==> src/rtl/calc_accum_if.sv <==
// rtl/calc_accum_if.sv - operand/button/result bundle for the calc_accum core
//
// Purpose: groups the calculator data and button lines so that the board top
// and the core share one connection.
// Ports (signals):
//   i_operand   WIDTH  switch operand (quasi-static)
//   i_btn_enter 1      raw enter button, active-high, bouncy
//   i_btn_mode  1      raw mode button, active-high, bouncy
//   o_result    WIDTH  accumulator value
//   o_carry     1      add: carry-out; sub: 1 = no borrow
//   o_overflow  1      signed overflow of the last operation
//   o_mode_sub  1      0 = add, 1 = subtract
//   o_loaded    1      accumulator holds a loaded operand
//   o_valid     1      one-cycle pulse when result/flags update
// Modports: master drives the inputs (board/bench), slave is the core.
interface calc_accum_if #(
  parameter int WIDTH = 8
);
  logic [WIDTH-1:0] i_operand;
  logic             i_btn_enter;
  logic             i_btn_mode;
  logic [WIDTH-1:0] o_result;
  logic             o_carry;
  logic             o_overflow;
  logic             o_mode_sub;
  logic             o_loaded;
  logic             o_valid;

  modport master (
    output i_operand, i_btn_enter, i_btn_mode,
    input  o_result, o_carry, o_overflow, o_mode_sub, o_loaded, o_valid
  );

  modport slave (
    input  i_operand, i_btn_enter, i_btn_mode,
    output o_result, o_carry, o_overflow, o_mode_sub, o_loaded, o_valid
  );
endinterface

==> src/rtl/calc_accum.sv <==
// rtl/calc_accum.sv - debounced add/subtract accumulator core
//
// Purpose: debounces the enter and mode buttons, then loads or adds/subtracts
// the switch operand into a WIDTH-bit accumulator with carry and signed
// overflow flags. All outputs are registered.
// Ports:
//   CLK  in   system clock, rising edge
//   RST  in   asynchronous active-high reset
//   bus  slave calc_accum_if (operand, buttons in; result, flags, valid out)
// Parameters:
//   WIDTH          operand/accumulator width (>= 2)
//   DEBOUNCE_LIMIT stable cycles needed to accept a button change (>= 1)
module calc_accum #(
  parameter int WIDTH          = 8,
  parameter int DEBOUNCE_LIMIT = 19000
) (
  input  logic         CLK,
  input  logic         RST,
  calc_accum_if.slave  bus
);

  localparam int            CW    = $clog2(DEBOUNCE_LIMIT + 1);
  localparam logic [CW-1:0] LIMIT = CW'(DEBOUNCE_LIMIT);

  typedef enum logic {
    ST_EMPTY,
    ST_LOADED
  } state_t;

  // Button index 0 = enter, 1 = mode.
  logic [1:0]    w_btn_raw;
  logic [1:0]    r_sync1;
  logic [1:0]    r_sync2;
  logic [1:0]    r_db;
  logic [1:0]    r_db_d;
  logic [CW-1:0] r_cnt [2];
  logic [1:0]    w_press;

  assign w_btn_raw = {bus.i_btn_mode, bus.i_btn_enter};

  always_ff @(posedge CLK or posedge RST) begin
    if (RST) begin
      r_sync1 <= '0;
      r_sync2 <= '0;
      r_db    <= '0;
      r_db_d  <= '0;
      for (int b = 0; b < 2; b++) begin
        r_cnt[b] <= '0;
      end
    end else begin
      r_sync1 <= w_btn_raw;
      r_sync2 <= r_sync1;
      r_db_d  <= r_db;
      for (int b = 0; b < 2; b++) begin
        if (r_sync2[b] != r_db[b]) begin
          // The level is accepted on the edge after the count reaches LIMIT,
          // so a change must persist for LIMIT+1 consecutive samples.
          if (r_cnt[b] == LIMIT) begin
            r_db[b]  <= r_sync2[b];
            r_cnt[b] <= '0;
          end else begin
            r_cnt[b] <= r_cnt[b] + CW'(1);
          end
        end else begin
          r_cnt[b] <= '0;
        end
      end
    end
  end

  // Rising edge of the debounced level only; releases are ignored.
  assign w_press = r_db & ~r_db_d;

  logic r_mode_sub;

  always_ff @(posedge CLK or posedge RST) begin
    if (RST) begin
      r_mode_sub <= 1'b0;
    end else if (w_press[1]) begin
      r_mode_sub <= ~r_mode_sub;
    end
  end

  state_t           r_state;
  state_t           w_state_nxt;
  logic [WIDTH-1:0] r_result;
  logic [WIDTH-1:0] w_result_nxt;
  logic             r_carry;
  logic             w_carry_nxt;
  logic             r_overflow;
  logic             w_overflow_nxt;
  logic             r_valid;
  logic             w_valid_nxt;
  logic [WIDTH-1:0] w_op_x;
  logic [WIDTH:0]   w_sum;

  // Subtraction is acc + ~op + 1; the carry-in is the mode bit itself. The
  // mode register is read before any same-cycle toggle lands, so a
  // simultaneous mode press only affects the following operation.
  assign w_op_x = r_mode_sub ? ~bus.i_operand : bus.i_operand;
  assign w_sum  = {1'b0, r_result} + {1'b0, w_op_x} + {{WIDTH{1'b0}}, r_mode_sub};

  always_ff @(posedge CLK or posedge RST) begin
    if (RST) begin
      r_state    <= ST_EMPTY;
      r_result   <= '0;
      r_carry    <= 1'b0;
      r_overflow <= 1'b0;
      r_valid    <= 1'b0;
    end else begin
      r_state    <= w_state_nxt;
      r_result   <= w_result_nxt;
      r_carry    <= w_carry_nxt;
      r_overflow <= w_overflow_nxt;
      r_valid    <= w_valid_nxt;
    end
  end

  always_comb begin
    w_state_nxt    = r_state;
    w_result_nxt   = r_result;
    w_carry_nxt    = r_carry;
    w_overflow_nxt = r_overflow;
    w_valid_nxt    = 1'b0;
    case (r_state)
      ST_EMPTY: begin
        if (w_press[0]) begin
          w_result_nxt   = bus.i_operand;
          w_carry_nxt    = 1'b0;
          w_overflow_nxt = 1'b0;
          w_valid_nxt    = 1'b1;
          w_state_nxt    = ST_LOADED;
        end
      end
      ST_LOADED: begin
        if (w_press[0]) begin
          w_result_nxt   = w_sum[WIDTH-1:0];
          w_carry_nxt    = w_sum[WIDTH];
          // Same-signed inputs producing a differently signed result.
          w_overflow_nxt = (r_result[WIDTH-1] == w_op_x[WIDTH-1]) &&
                           (w_sum[WIDTH-1] != r_result[WIDTH-1]);
          w_valid_nxt    = 1'b1;
        end
      end
      default: begin
        w_state_nxt = ST_EMPTY;
      end
    endcase
  end

  assign bus.o_result   = r_result;
  assign bus.o_carry    = r_carry;
  assign bus.o_overflow = r_overflow;
  assign bus.o_mode_sub = r_mode_sub;
  assign bus.o_loaded   = (r_state == ST_LOADED);
  assign bus.o_valid    = r_valid;

endmodule

==> src/flat_wrapper.sv <==
// flat-port wrapper written by rule: the top's interface ports become plain ports
module calc_accum_flat 
#(
  parameter int WIDTH          = 8,
  parameter int DEBOUNCE_LIMIT = 19000
)
  (CLK, RST, bus_i_operand, bus_i_btn_enter, bus_i_btn_mode, bus_o_result, bus_o_carry, bus_o_overflow, bus_o_mode_sub, bus_o_loaded, bus_o_valid);
  calc_accum_if #(.WIDTH(WIDTH)) bus_i ();
  input  logic CLK;
  input  logic RST;
  input wire logic [$bits(bus_i.i_operand)-1:0] bus_i_operand;
  input wire logic [$bits(bus_i.i_btn_enter)-1:0] bus_i_btn_enter;
  input wire logic [$bits(bus_i.i_btn_mode)-1:0] bus_i_btn_mode;
  output wire logic [$bits(bus_i.o_result)-1:0] bus_o_result;
  output wire logic [$bits(bus_i.o_carry)-1:0] bus_o_carry;
  output wire logic [$bits(bus_i.o_overflow)-1:0] bus_o_overflow;
  output wire logic [$bits(bus_i.o_mode_sub)-1:0] bus_o_mode_sub;
  output wire logic [$bits(bus_i.o_loaded)-1:0] bus_o_loaded;
  output wire logic [$bits(bus_i.o_valid)-1:0] bus_o_valid;
  assign bus_i.i_operand = bus_i_operand;
  assign bus_i.i_btn_enter = bus_i_btn_enter;
  assign bus_i.i_btn_mode = bus_i_btn_mode;
  assign bus_o_result = bus_i.o_result;
  assign bus_o_carry = bus_i.o_carry;
  assign bus_o_overflow = bus_i.o_overflow;
  assign bus_o_mode_sub = bus_i.o_mode_sub;
  assign bus_o_loaded = bus_i.o_loaded;
  assign bus_o_valid = bus_i.o_valid;
  calc_accum #(.WIDTH(WIDTH), .DEBOUNCE_LIMIT(DEBOUNCE_LIMIT)) u_core (.CLK(CLK), .RST(RST), .bus(bus_i));
endmodule
==> config.mk <==
export PLATFORM = sky130hd
export DESIGN_NAME = calc_accum_flat
export DESIGN_NICKNAME = d
export VERILOG_FILES = /design/src/rtl/calc_accum_if.sv /design/src/rtl/calc_accum.sv /design/src/flat_wrapper.sv
export SDC_FILE = /design/constraint.sdc
export NUM_CORES = 1
export LEC_CHECK = 0
export ABC_CLOCK_PERIOD_IN_PS = 1950
export BUFFER_PORTS_ARGS = -buffer_cell sky130_fd_sc_hd__clkbuf_2
export CAP_MARGIN = 20
export CORE_MARGIN = 3
export CORE_UTILIZATION = 45
export CTS_CLUSTER_SIZE = 24
export DETAILED_ROUTE_END_ITERATION = 7
export GPL_TIMING_DRIVEN = 0
export MAX_ROUTING_LAYER = met4
export PLACE_DENSITY_LB_ADDON = 0.08
export SYNTH_ARGS = -nofsm -noshare
export SYNTH_HDL_FRONTEND = slang
export SYNTH_SLANG_ARGS = --single-unit
export TNS_END_PERCENT = 5
==> constraint.sdc <==
create_clock -name CLK -period 1.95 [get_ports CLK]
set_input_delay 0.585 -clock CLK [delete_from_list [all_inputs] [get_ports CLK]]
set_output_delay 0.585 -clock CLK [all_outputs]
set_load 0.01 [all_outputs]
==> results.yml <==
final_layout:
  drive_above_1_share: 0.181
  post-route-util: 0.541
  layout_commonest_cell: "dfrtp_1"
  n_antenna_cell: 0
  layout_common_cells: "51 x dfrtp_1, 38 x nor2_1, 26 x nand2_1"
  fill_cells: 511
  area_growth_pct: 14.4
  fin_nets: 322
setup_path:
  cp.required_ns: 2.15
  path_depth: 8
  critPathKind: "reg -> reg"
  slowest_stage: "dfrtp_1"
  reg2regPathDepth: 8
  crit_family: "compound AO/OA/AOI/OAI gates"
  end_kind: "register"
  slowest_delay_ns: 0.40
  crit_path_start_kind: "register"
  worstPathMaxFanout: 9
  critPathBufInv: 1
  worstPathCellList: "buf_6 -> xor2_1 -> ha_1 -> and2_4 -> a221o_1 -> a31o_2 -> xnor2_1 -> o31ai_1"
  crit_arrival_ns: 2.37
die:
  core_area_um2: 5610
  ioPinCount: 25
  die_y_um: 82.8
  dieArea_um2: 6860
  die_w_um: 82.8
  rows: 27
  start_util: 0.473
cts:
  htreeDepth: 2
  cts_tree: "done"
  clkSinkCount: 51
  cts_root_buffer: "clkbuf_8"
  clock_latency_ns: 0.30
  clkTransAtPathRegs_ns: 0.09
  clock_path_buffers: 2
  cts_buffers: 5
sta:
  finalSetupViolCount: 6
  timing.final.ws_setup_ns: -0.223
  fin_hold_ws_ns: 0.236
  rsz0062_at_grt: "yes"
  clock_skew_ns: 0.00948
  max_freq_mhz: 460
  maxSlewViolCount: 0
  post-route-period-util: 1.11
  hold_viol_final: 0
  tightest_slew_ns: 0.526
  post-route-min-period_ns: 2.17
  max_slew_margin: 0.650
synthesis:
  synth-simple-area-share: 0.202
  ys_types: 37
  netlist_area_um2: 2650
  yosys.area_share.adder: 0.0641
  syn_inst: 263
  synth_compound_area_frac: 0.0679
  synth_xor_area_frac: 0.132
  syn_avg_cell_area_um2: 10.1
  synth_top_family_by_area: "simple AND/OR/NAND/NOR gates"
  synth_warnings: 0
  synth.area.mux_share: 0.0292
  syn_nets: 288
  ys_ff_latch: 51
  yosysSeqAreaShare: 0.481
pwr:
  ir_drop_uv: 496
  p_total_mw: 2.01
  power.density_nw_per_um2: 662
  leakage_nw: 1.39
placed_design:
  io_buffers: 24
  hpwl_um: 3530
  place.gp.congestion: 0.801
grt:
  grt_overflow_total: 0
  antenna_found_initial: 0
  grt_max_degree: 36
  grt_pass1_vias: 1788
  grt_pass1_wl_um: 8140
  track_usage: 0.159
job:
  cap_violations: 0
worst_hold_path:
  hold_path.class: "in -> async"
detailed_routing:
  ant_nets: 0
  num_vias: 1890
  via_per_inst: 5.11
  first_pass_iters: 4
  post_drt_wl_per_cell_um: 12.9
  finalWirelength_um: 4790
  drt_iter0_drc: 70
  drcViolationCount: 0
status:
  status: "complete, but fails checks"
  violations: "negative setup slack"
state kept, by name (all words and copies together) (netlist names), 2 cells and up:
register             cells
u_core.r_sync2           2
u_core.bus.o_result      8
u_core.r_sync1           2
u_core.r_db_d            2
u_core.r_cnt            30
u_core.r_db              2
area by class of cell:
class	instances	area (um^2)	area share
plain buffers	7	42.5	0.0140
multi-input cells	199	1330	0.439
clock inverters	2	35.0	0.0115
clock buffers	6	82.6	0.0272
repair buffers	27	155	0.0511
inverters	6	22.5	0.00742
flip-flops and latches	51	1280	0.420
well taps	72	90.1	0.0297
synth_stat cells:
cell / n / area share
xnor2_1: 15 / 0.050
or3_1: 3 / 0.0071
nand4_2: 1 / 0.0047
dfrtp_1: 51 / 0.48
nand2b_1: 4 / 0.0094
mux2_4: 1 / 0.0057
nand2_1: 26 / 0.037
and3_1: 3 / 0.0071
a21oi_1: 10 / 0.019
a221o_1: 1 / 0.0038
clkbuf_1: 5 / 0.0071
fa_1: 1 / 0.0075
ha_1: 12 / 0.057
inv_1: 6 / 0.0085
nand2_2: 1 / 0.0024
nor3_1: 3 / 0.0057
nand4_1: 8 / 0.019
a31o_2: 2 / 0.0066
nor4b_1: 2 / 0.0066
nand3_1: 10 / 0.019
o21ai_0: 10 / 0.019
o31ai_1: 1 / 0.0028
and2_1: 2 / 0.0047
and3_2: 1 / 0.0028
o21a_1: 1 / 0.0028
nor2_2: 1 / 0.0024
xor2_1: 25 / 0.083
buf_6: 2 / 0.0085
a211oi_1: 1 / 0.0028
or4b_1: 2 / 0.0075
a21o_1: 3 / 0.0085
nor2_1: 38 / 0.054
mux2i_1: 4 / 0.015
o21bai_1: 1 / 0.0028
nor3b_1: 3 / 0.0085
nor4_2: 1 / 0.0047
mux2_2: 2 / 0.0085
through the flow:
stage               setup TNS, ns  cells  setup slack, ns  cell area, um^2
global route                -1.53    370           -0.348             3040
CTS                        -0.784    370           -0.241             3030
detailed placement          -2.13    360           -0.441             2890
floorplan                  -0.489    263           -0.162             2660
finish                     -0.740    370           -0.223             3040
global placement           -27.67    359           -0.505             2870
power breakdown:
group	internal, mW	switching, mW	total, mW
Sequential	1.07	0.0156	1.09
Clock	0.415	0.334	0.749
Combinational	0.0772	0.0945	0.172
Total	1.57	0.444	2.01
routing by layer:
metal  global-route usage  share of wire
met5                    -              0
met4               0.0441         0.0056
met3               0.0356          0.041
met2                0.251           0.45
met1                0.206           0.50
cell families (layout without fill, tap and decap cells):
family                   count (synthesis)  in the layout
multiplexers                             7              7
XOR/XNOR                                40             40
AO/OA/AOI/OAI                           30             30
adder cells (fa/ha/maj)                 13             13
buffers and inverters                   13             48
AND/OR/NAND/NOR                        109            109
flip-flops                              51             51
repair_timing:
item / 4_1_cts / 5_1_grt
resized for setup: 4 / 3
setup buffers: 2 / 0
hold buffers: 0 / 0
pin swaps: 1 / 1
endpoints found under the setup margin: 7 / 17
final timing paths:
path                                        from                     to  slack, ns
setup / recovery           u_core.bus.o_mode_sub  u_core.bus.o_overflow      -0.22
hold / removal                               RST     u_core.bus.o_carry       0.24
setup reg to reg           u_core.bus.o_mode_sub  u_core.bus.o_overflow      -0.22
hold reg to reg                u_core.r_sync1[1]      u_core.r_sync2[1]       0.36
max in group asynchronous                    RST        u_core.r_cnt[9]       1.21
min in group CLK               u_core.r_sync1[1]      u_core.r_sync2[1]       0.36
No activity file was read; power rests on OpenSTA's default activity.
